==> config.mk <==
export PLATFORM = sky130hd
export DESIGN_NAME = exu_cdb_arbiter_flat
export DESIGN_NICKNAME = d
export VERILOG_FILES = /design/src/rtl/exu_cdb_arbiter_if.sv /design/src/rtl/exu_cdb_arbiter.sv /design/src/flat_wrapper.sv
export SDC_FILE = /design/constraint.sdc
export NUM_CORES = 1
export LEC_CHECK = 0
export ABC_CLOCK_PERIOD_IN_PS = 5100
export BUFFER_PORTS_ARGS = -buffer_cell sky130_fd_sc_hd__buf_2
export CORE_MARGIN = 4
export CORE_UTILIZATION = 30
export DETAILED_ROUTE_END_ITERATION = 16
export PLACE_DENSITY = 0.55
export SLEW_MARGIN = 15
export SYNTH_ARGS = -nofsm -noshare
export SYNTH_HDL_FRONTEND = slang
export SYNTH_SLANG_ARGS = --single-unit
==> constraint.sdc <==
create_clock -name clk -period 5.1 [get_ports clk]
set_clock_uncertainty 0.15 [all_clocks]
set_input_delay 0.255 -clock clk [delete_from_list [all_inputs] [get_ports clk]]
set_output_delay 0.255 -clock clk [all_outputs]
set_load 0.02 [all_outputs]
==> src/rtl/exu_cdb_arbiter_if.sv <==
// Producer-to-CDB bundle for exu_cdb_arbiter.
// Master drives results and consumes the broadcast; slave is the arbiter.
`ifndef ROB_ID_WIDTH
`define ROB_ID_WIDTH 4
`endif
`ifndef VAL_WIDTH
`define VAL_WIDTH 32
`endif

interface exu_cdb_arbiter_if;
  logic                    alu_valid;
  logic [`ROB_ID_WIDTH:0]  alu_lab;
  logic [`VAL_WIDTH-1:0]   alu_val;
  logic                    alu_ready;
  logic                    mul_valid;
  logic [`ROB_ID_WIDTH:0]  mul_lab;
  logic [`VAL_WIDTH-1:0]   mul_val;
  logic                    mul_ready;
  logic                    cdb_en;
  logic [`ROB_ID_WIDTH:0]  cdb_lab;
  logic [`VAL_WIDTH-1:0]   cdb_val;

  modport master (
    output alu_valid, alu_lab, alu_val,
    output mul_valid, mul_lab, mul_val,
    input  alu_ready, mul_ready,
    input  cdb_en, cdb_lab, cdb_val
  );

  modport slave (
    input  alu_valid, alu_lab, alu_val,
    input  mul_valid, mul_lab, mul_val,
    output alu_ready, mul_ready,
    output cdb_en, cdb_lab, cdb_val
  );
endinterface

==> src/rtl/exu_cdb_arbiter.sv <==
// ALU + MUL/DIV result merger: per-source FIFOs, round-robin onto the CDB.
// Define EXU_CDB_BYPASS_EN to let an empty-FIFO winner skip its FIFO.
`ifndef ROB_ID_WIDTH
`define ROB_ID_WIDTH 4
`endif
`ifndef VAL_WIDTH
`define VAL_WIDTH 32
`endif

module exu_cdb_arbiter #(
  parameter int DEPTH_LOG = 2
) (
  input logic              clk,
  input logic              rst_in,
  input logic              rdy_in,
  input logic              flush,
  exu_cdb_arbiter_if.slave bus
);
  localparam int DEPTH = 1 << DEPTH_LOG;
  localparam int LW = `ROB_ID_WIDTH + 1;
  localparam int VW = `VAL_WIDTH;
  localparam int CW = DEPTH_LOG + 1;
  localparam logic [CW-1:0] FULL = CW'(DEPTH);

  typedef enum logic { SRC_ALU, SRC_MUL } src_e;

  logic [LW-1:0] alu_lab_m [DEPTH];
  logic [VW-1:0] alu_val_m [DEPTH];
  logic [LW-1:0] mul_lab_m [DEPTH];
  logic [VW-1:0] mul_val_m [DEPTH];

  logic [CW-1:0]        alu_cnt, mul_cnt;
  logic [DEPTH_LOG-1:0] alu_wp, alu_rp;
  logic [DEPTH_LOG-1:0] mul_wp, mul_rp;
  src_e                 last_grant;

  logic          cdb_en_q;
  logic [LW-1:0] cdb_lab_q;
  logic [VW-1:0] cdb_val_q;

  logic alu_rdy, mul_rdy;
  logic alu_byp, mul_byp;
  logic alu_ne, mul_ne, tie;
  logic gnt_alu, gnt_mul;
  logic alu_enq, mul_enq;
  logic alu_deq, mul_deq;
  logic clr;

  always_comb begin
    alu_rdy = rdy_in && (alu_cnt != FULL);
    mul_rdy = rdy_in && (mul_cnt != FULL);
`ifdef EXU_CDB_BYPASS_EN
    alu_byp = (alu_cnt == '0) && bus.alu_valid;
    mul_byp = (mul_cnt == '0) && bus.mul_valid;
`else
    alu_byp = 1'b0;
    mul_byp = 1'b0;
`endif
    alu_ne  = (alu_cnt != '0) || alu_byp;
    mul_ne  = (mul_cnt != '0) || mul_byp;
    tie     = alu_ne && mul_ne;
    gnt_alu = alu_ne && (!mul_ne || last_grant == SRC_MUL);
    gnt_mul = mul_ne && !gnt_alu;
    // a bypassed winner goes straight to the CDB, never into its FIFO
    alu_enq = bus.alu_valid && alu_rdy && !(gnt_alu && alu_byp);
    mul_enq = bus.mul_valid && mul_rdy && !(gnt_mul && mul_byp);
    alu_deq = gnt_alu && !alu_byp;
    mul_deq = gnt_mul && !mul_byp;
    clr     = rst_in || flush;
  end

  assign bus.alu_ready = alu_rdy;
  assign bus.mul_ready = mul_rdy;
  assign bus.cdb_en    = cdb_en_q;
  assign bus.cdb_lab   = cdb_lab_q;
  assign bus.cdb_val   = cdb_val_q;

  always_ff @(posedge clk) begin
    if (!clr && rdy_in) begin
      if (alu_enq) begin
        alu_lab_m[alu_wp] <= bus.alu_lab;
        alu_val_m[alu_wp] <= bus.alu_val;
      end
      if (mul_enq) begin
        mul_lab_m[mul_wp] <= bus.mul_lab;
        mul_val_m[mul_wp] <= bus.mul_val;
      end
    end
  end

  always_ff @(posedge clk) begin
    if (clr) begin
      alu_cnt    <= '0;
      mul_cnt    <= '0;
      alu_wp     <= '0;
      alu_rp     <= '0;
      mul_wp     <= '0;
      mul_rp     <= '0;
      last_grant <= SRC_MUL;
      cdb_en_q   <= 1'b0;
      cdb_lab_q  <= '0;
      cdb_val_q  <= '0;
    end else if (rdy_in) begin
      if (alu_enq) alu_wp <= alu_wp + 1'b1;
      if (mul_enq) mul_wp <= mul_wp + 1'b1;
      if (alu_deq) alu_rp <= alu_rp + 1'b1;
      if (mul_deq) mul_rp <= mul_rp + 1'b1;
      alu_cnt <= alu_cnt + CW'(alu_enq) - CW'(alu_deq);
      mul_cnt <= mul_cnt + CW'(mul_enq) - CW'(mul_deq);
      if (tie) last_grant <= gnt_alu ? SRC_ALU : SRC_MUL;
      unique case (1'b1)
        gnt_alu: begin
          cdb_en_q  <= 1'b1;
          cdb_lab_q <= alu_byp ? bus.alu_lab : alu_lab_m[alu_rp];
          cdb_val_q <= alu_byp ? bus.alu_val : alu_val_m[alu_rp];
        end
        gnt_mul: begin
          cdb_en_q  <= 1'b1;
          cdb_lab_q <= mul_byp ? bus.mul_lab : mul_lab_m[mul_rp];
          cdb_val_q <= mul_byp ? bus.mul_val : mul_val_m[mul_rp];
        end
        default: cdb_en_q <= 1'b0;
      endcase
    end
  end
endmodule

==> src/flat_wrapper.sv <==
// flat-port wrapper written by rule: the top's interface ports become plain ports
module exu_cdb_arbiter_flat 
#(
  parameter int DEPTH_LOG = 2
)
  (clk, rst_in, rdy_in, flush, bus_alu_valid, bus_alu_lab, bus_alu_val, bus_mul_valid, bus_mul_lab, bus_mul_val, bus_alu_ready, bus_mul_ready, bus_cdb_en, bus_cdb_lab, bus_cdb_val);
  exu_cdb_arbiter_if bus_i ();
  input logic clk;
  input logic rst_in;
  input logic rdy_in;
  input logic flush;
  input wire logic [$bits(bus_i.alu_valid)-1:0] bus_alu_valid;
  input wire logic [$bits(bus_i.alu_lab)-1:0] bus_alu_lab;
  input wire logic [$bits(bus_i.alu_val)-1:0] bus_alu_val;
  input wire logic [$bits(bus_i.mul_valid)-1:0] bus_mul_valid;
  input wire logic [$bits(bus_i.mul_lab)-1:0] bus_mul_lab;
  input wire logic [$bits(bus_i.mul_val)-1:0] bus_mul_val;
  output wire logic [$bits(bus_i.alu_ready)-1:0] bus_alu_ready;
  output wire logic [$bits(bus_i.mul_ready)-1:0] bus_mul_ready;
  output wire logic [$bits(bus_i.cdb_en)-1:0] bus_cdb_en;
  output wire logic [$bits(bus_i.cdb_lab)-1:0] bus_cdb_lab;
  output wire logic [$bits(bus_i.cdb_val)-1:0] bus_cdb_val;
  assign bus_i.alu_valid = bus_alu_valid;
  assign bus_i.alu_lab = bus_alu_lab;
  assign bus_i.alu_val = bus_alu_val;
  assign bus_i.mul_valid = bus_mul_valid;
  assign bus_i.mul_lab = bus_mul_lab;
  assign bus_i.mul_val = bus_mul_val;
  assign bus_alu_ready = bus_i.alu_ready;
  assign bus_mul_ready = bus_i.mul_ready;
  assign bus_cdb_en = bus_i.cdb_en;
  assign bus_cdb_lab = bus_i.cdb_lab;
  assign bus_cdb_val = bus_i.cdb_val;
  exu_cdb_arbiter #(.DEPTH_LOG(DEPTH_LOG)) u_core (.clk(clk), .rst_in(rst_in), .rdy_in(rdy_in), .flush(flush), .bus(bus_i));
endmodule
-- Yosys cells after proc, flatten, opt, wreduce, memory -nomap -nowiden
Memories as Yosys holds them, arrays and structs flattened. A register that Yosys moved wholly into a read port is not among the register bits.
Index checks and enable logic that the tools add are counted.
- flip-flop bits (word level): 53
- memories: 4
- logic and storage cells: 65
- memory bits (read-only): 0
- bits in latches: 0
- output and inout bits: 40
- input bits: 80
- bits in writable memories: 296
- multiplexer cells: 18
- bitwise operators: 0
- add/subtract/negate cells: 8
- multipliers: 0
- magnitude comparators: 0
- divide/modulo/power cells: 0
- reductions and logical operators: 23
- equal/unequal tests: 2
- shifts and indexed selects: 0
- memories (name ; words ; bits a word ; rd ports ; clocked after memory_dff ; wr ports ; line ; source):
    u_core.alu_val_m ; 4 ; 32 ; 1 ; 1 ; 1 ; exu_cdb_arbiter.sv:28 ; logic [VW-1:0] alu_val_m [DEPTH];
    u_core.mul_val_m ; 4 ; 32 ; 1 ; 1 ; 1 ; exu_cdb_arbiter.sv:30 ; logic [VW-1:0] mul_val_m [DEPTH];
    u_core.alu_lab_m ; 4 ; 5 ; 1 ; 1 ; 1 ; exu_cdb_arbiter.sv:27 ; logic [LW-1:0] alu_lab_m [DEPTH];
    u_core.mul_lab_m ; 4 ; 5 ; 1 ; 1 ; 1 ; exu_cdb_arbiter.sv:29 ; logic [LW-1:0] mul_lab_m [DEPTH];
- operators with widths (operator ; count):
    case mux 32 bit (2 select lines) ; 1
    2-to-1 mux 2 bit ; 8
    AND reduction 2 bit ; 6
    case mux 5 bit (2 select lines) ; 1
    adder 2 x 1 -> 2 bit, second input constant ; 4
    logical AND 1 bit ; 8
    2-to-1 mux 1 bit ; 8
    adder 3 x 1 -> 3 bit ; 2
    inequality test 3 bit, second input constant ; 2
    nonzero test 3 bit ; 2
    subtractor 3 x 1 -> 3 bit ; 2
    zero test 1 bit ; 3
    logical OR 1 bit ; 2
    nonzero test 2 bit ; 1
    OR reduction 2 bit ; 1

-- Depth between registers and ports, before layout
- word-level depth: 9
- depth in mapped cells: 13
- mapped depth without buffers: 11

-- Worst setup path before layout
Ideal clock, no wire load.
- kind: reg2reg
- from: register u_core.mul_cnt[2]
- to: register u_core.mul_cnt[2]
- setup time: 0.127 ns
- required time: 4.823 ns
- clock period less this slack: 2.721 ns
- arrival: 2.443 ns
- stages on the path, launching flop included: 14
- slack: 2.379 ns
- path buffers: 2
- cells stage by stage: dfxtp_1 > or3_4 > nand2_2 > buf_12 > buf_12 > inv_1 > ha_1 > inv_1 > ha_1 > fa_1 > xor2_1 > nor2_1 > xnor2_1 > nor2_1
- word-level cells in the longest chain between the ends: 7
- elaborated cells on any way between the ends: 11
- those cells by class: add/sub: 2; eq/ne: 1; reduce/logical: 8
- ends and longest elaborated chain (element ; line ; source):
    start, declared ; exu_cdb_arbiter.sv:32 ; logic [CW-1:0] alu_cnt, mul_cnt;
    start signal, assigned ; exu_cdb_arbiter.sv:109 ; mul_cnt <= mul_cnt + CW'(mul_enq) - CW'(mul_deq);
    parallel branches: the longest is 6 deep, another holds adder 3 x 1 -> 3 bit ; n/a ;
    subtractor 3 x 1 -> 3 bit * ; exu_cdb_arbiter.sv:109 ;
Every way passes the cells marked *.
A chain may end at the register's enable or synchronous reset.

-- Worst setup path after layout
Same ends and word-level chain as after synthesis.

==> metrics.txt <==
status complete, no violations; VDD IR max 196 uV; largest net degree at the start of global routing 50; worst-margin pin slew 1120 ps; first-pass GRT wire length roughly 44000 um; FP Rows 77; GRT busiest layer met2; CTS Buf Count 38; post-route cell area 0.0165 mm2; Die H around 220 um; Congestion Overflow GR 0; Simple-Gate Fraction of Synth Area under 10%; Fmax achieved 317 MHz; dpl cells approximately 1400; total power roughly 6 mW; Critical Path Sink Type register; worst hold path type primary input to register; R2R Setup Slk between 1500 and 2000 ps; first-pass iteration count of the detailed router 4; Worst path max stage delay 590 ps; Yosys warning count 0; min Tclk post-route 3150 ps; Post-CTS Resized 0; met3 Resource Use GR under 10%; Post-Synth XOR/XNOR Area 0.721%; DRC violations left 0; placer's final routability congestion estimate roughly 0.70; final antenna-violating net count 0; per-cell routed wire length just under 20 um; Filler cells 4136; GRT Total Usage 12.2%; DR vias/cell 4.44; setup ws final 1950 ps; Reg clk slew, reported paths 60 ps; vias in the first global route 7133; Most used DFF post-synth edfxtp_1; Hold Path End u_core.last_grant$_SDFFE_PP1P_; r2r startpoint u_core.mul_cnt[2]$_SDFFE_PP0P_; DIE AREA 0.0480 mm2; post-synthesis compound-gate area fraction 3.44%; worst rel slew slack 25.3%; worst-path fanout max 38; leading cell type in the layout, fill and taps excluded edfxtp_1; Yosys reg bits 353; RSZ-0062 raised after global routing no; crit path launch type register; M1 GR Usage 16.0%; HPWL after DPL 18100 um; commonest cells after routing, fill and taps aside edfxtp_1 (296), buf_2 (119), dlygate4sd3_1 (75), mux4_2 (74), dfxtp_1 (53); 1st-iter DRT viols 365; Num Clock Sinks 353; Initial Util 30.3%; critical path type register to register; share of cells above drive strength 1 30.2%; final core occ 37.5%; Die Wd 219 um; Via Count 6660; hold slack around 0.25 ps; Cell Pwr Density 370 mW/mm2; H-tree depth 2; routing usage on met2 21.2%; IO buf count 119; post-route setup TNS 0 ps; Pleak 5.78 nW; initial antenna violation count 1; Yosys cell types 34; worst-case clock buffer depth 3; clock latency on the worst-skew pair 520 ps; Layout Nets roughly 970; non-filler instance count after layout 1501; synthesized cell area 0.0134 mm2; mux contribution to synthesized area roughly 16%; FFs w/ async S/R, synth 0%; EDFF count, synth just under 300; Hold Startpoint flush; syn_area_per_cell 19.8 um2; endpoints failing setup 0; synthesized instance count ~670; Seq/Total Area, Yosys around 75%; Syn Nets 767; crit-path cells or3_4 -> nand2_4 -> inv_1 -> ha_1 -> inv_1 -> ha_1 -> fa_1 -> xor2_1 -> nor2_1 -> xnor2_1 -> nor2_1; Worst Hold Depth 3; MaxCap Viol Count 0; largest family of logic cells by synthesized area multiplexers; setup bufs post-CTS 0; Root Driver clkbuf_16; RR Endpoint u_core.mul_cnt[2]$_SDFFE_PP0P_; Critical Path RT ~5300 ps; IO Pins 120; CTS Hold Bufs 75; TritonCTS clock tree done; post-place setup slack 1910 ps; Critical Path AT 3400 ps; Slew Limit Fails 0; Routed WL 29200 um; Final Hold Vio Count 0; Area after DPL 0.0146 mm2; R2R cell count 11; area grow syn2layout 23.9%; synthesized-area fraction occupied by adder cells 1.42%; core box area approximately 0.044 mm2; crit share post-route approximately 62%; CP max stage cell nand2_4
[metal layers]
layer / vias up / share of wire [%]
li1: 3100 / -
met1: 3382 / 43
met2: 133 / 51
met3: 45 / 4.0
met4: 0 / 1.7
met5: - / 0
[state kept, by name, indices dropped and copies added (netlist names), named ones only]
register and flops:
u_core.alu_lab_m 20, u_core.bus.cdb_lab 5, u_core.mul_rp 2, u_core.mul_wp 2, u_core.alu_wp 2, u_core.bus.cdb_val 32
u_core.alu_val_m 128, u_core.alu_cnt 3, u_core.mul_lab_m 20, u_core.alu_rp 2, u_core.last_grant 1, u_core.mul_cnt 3
u_core.mul_val_m 128, u_core.bus.cdb_en 1
[cells in the mapped netlist (3+ instances only)]
library cell / n / share of area (%)
clkbuf_1: 11 / 0.31
buf_12: 3 / 0.45
nor2_1: 24 / 0.67
xor2_1: 7 / 0.46
mux2i_1: 43 / 3.2
buf_1: 4 / 0.11
buf_2: 14 / 0.52
ha_1: 12 / 1.1
edfxtp_1: 296 / 67
mux4_2: 74 / 12
a21oi_1: 40 / 1.5
inv_1: 18 / 0.51
xnor2_1: 4 / 0.26
o21ai_0: 37 / 1.4
dfxtp_1: 57 / 8.5
and2_1: 8 / 0.37
[worst max-delay path by stage]
stage | startpoint | end | slack, ps
2_1_floorplan | u_core.mul_cnt[2]$_SDFFE_PP0P_ | u_core.mul_cnt[2]$_SDFFE_PP0P_ | 2380
3_3_place_gp | u_core.mul_cnt[2]$_SDFFE_PP0P_ | u_core.mul_cnt[2]$_SDFFE_PP0P_ | 1910
3_5_place_dp | u_core.mul_cnt[2]$_SDFFE_PP0P_ | u_core.mul_cnt[2]$_SDFFE_PP0P_ | 1910
4_1_cts | u_core.mul_cnt[2]$_SDFFE_PP0P_ | u_core.mul_cnt[2]$_SDFFE_PP0P_ | 1890
5_1_grt | u_core.mul_cnt[2]$_SDFFE_PP0P_ | u_core.mul_cnt[2]$_SDFFE_PP0P_ | 1750
6_report | u_core.mul_cnt[2]$_SDFFE_PP0P_ | u_core.mul_cnt[2]$_SDFFE_PP0P_ | 1950
[cells by family (layout without fill, tap and decap cells)]
| group | count (synthesis) | in the layout |
|---|---|---|
| AND/OR/NAND/NOR | 41 | 41 |
| adder cells (fa/ha/maj) | 14 | 14 |
| XOR/XNOR | 11 | 11 |
| flip-flops | 353 | 353 |
| multiplexers | 117 | 117 |
| other | 0 | 1 |
| buffers and inverters | 53 | 288 |
| AO/OA/AOI/OAI | 84 | 84 |
[where the power goes]
group	internal [mW]	switching (mW)	total, mW
clock	1.59	1.07	2.67
combinational	0.132	0.160	0.292
sequential	3.15	0.0182	3.17
[area by class of cell]
type | instances | area (um2) | share of cell area (%)
antenna | 1 | 2.50 | 0.0151
clock buffer | 55 | 1100 | 6.63
clock inverter | 14 | 124 | 0.749
inverter | 18 | 67.6 | 0.408
multi-input combinational | 267 | 3070 | 18.6
sequential | 353 | 10000 | 60.7
tap | 592 | 741 | 4.48
timing repair buffer | 201 | 1400 | 8.46
[worst max-delay path, delay by kind of cell, from the launching register on]
kind                       cells  cell delay [ps]
xor gates and xnor gates       2              280
adders and majority gates      3              910
buffers and inverters          2              140
DFF                            1              360
and+or+nand+nor                4             1190
No activity file was read; power rests on OpenSTA's default activity.
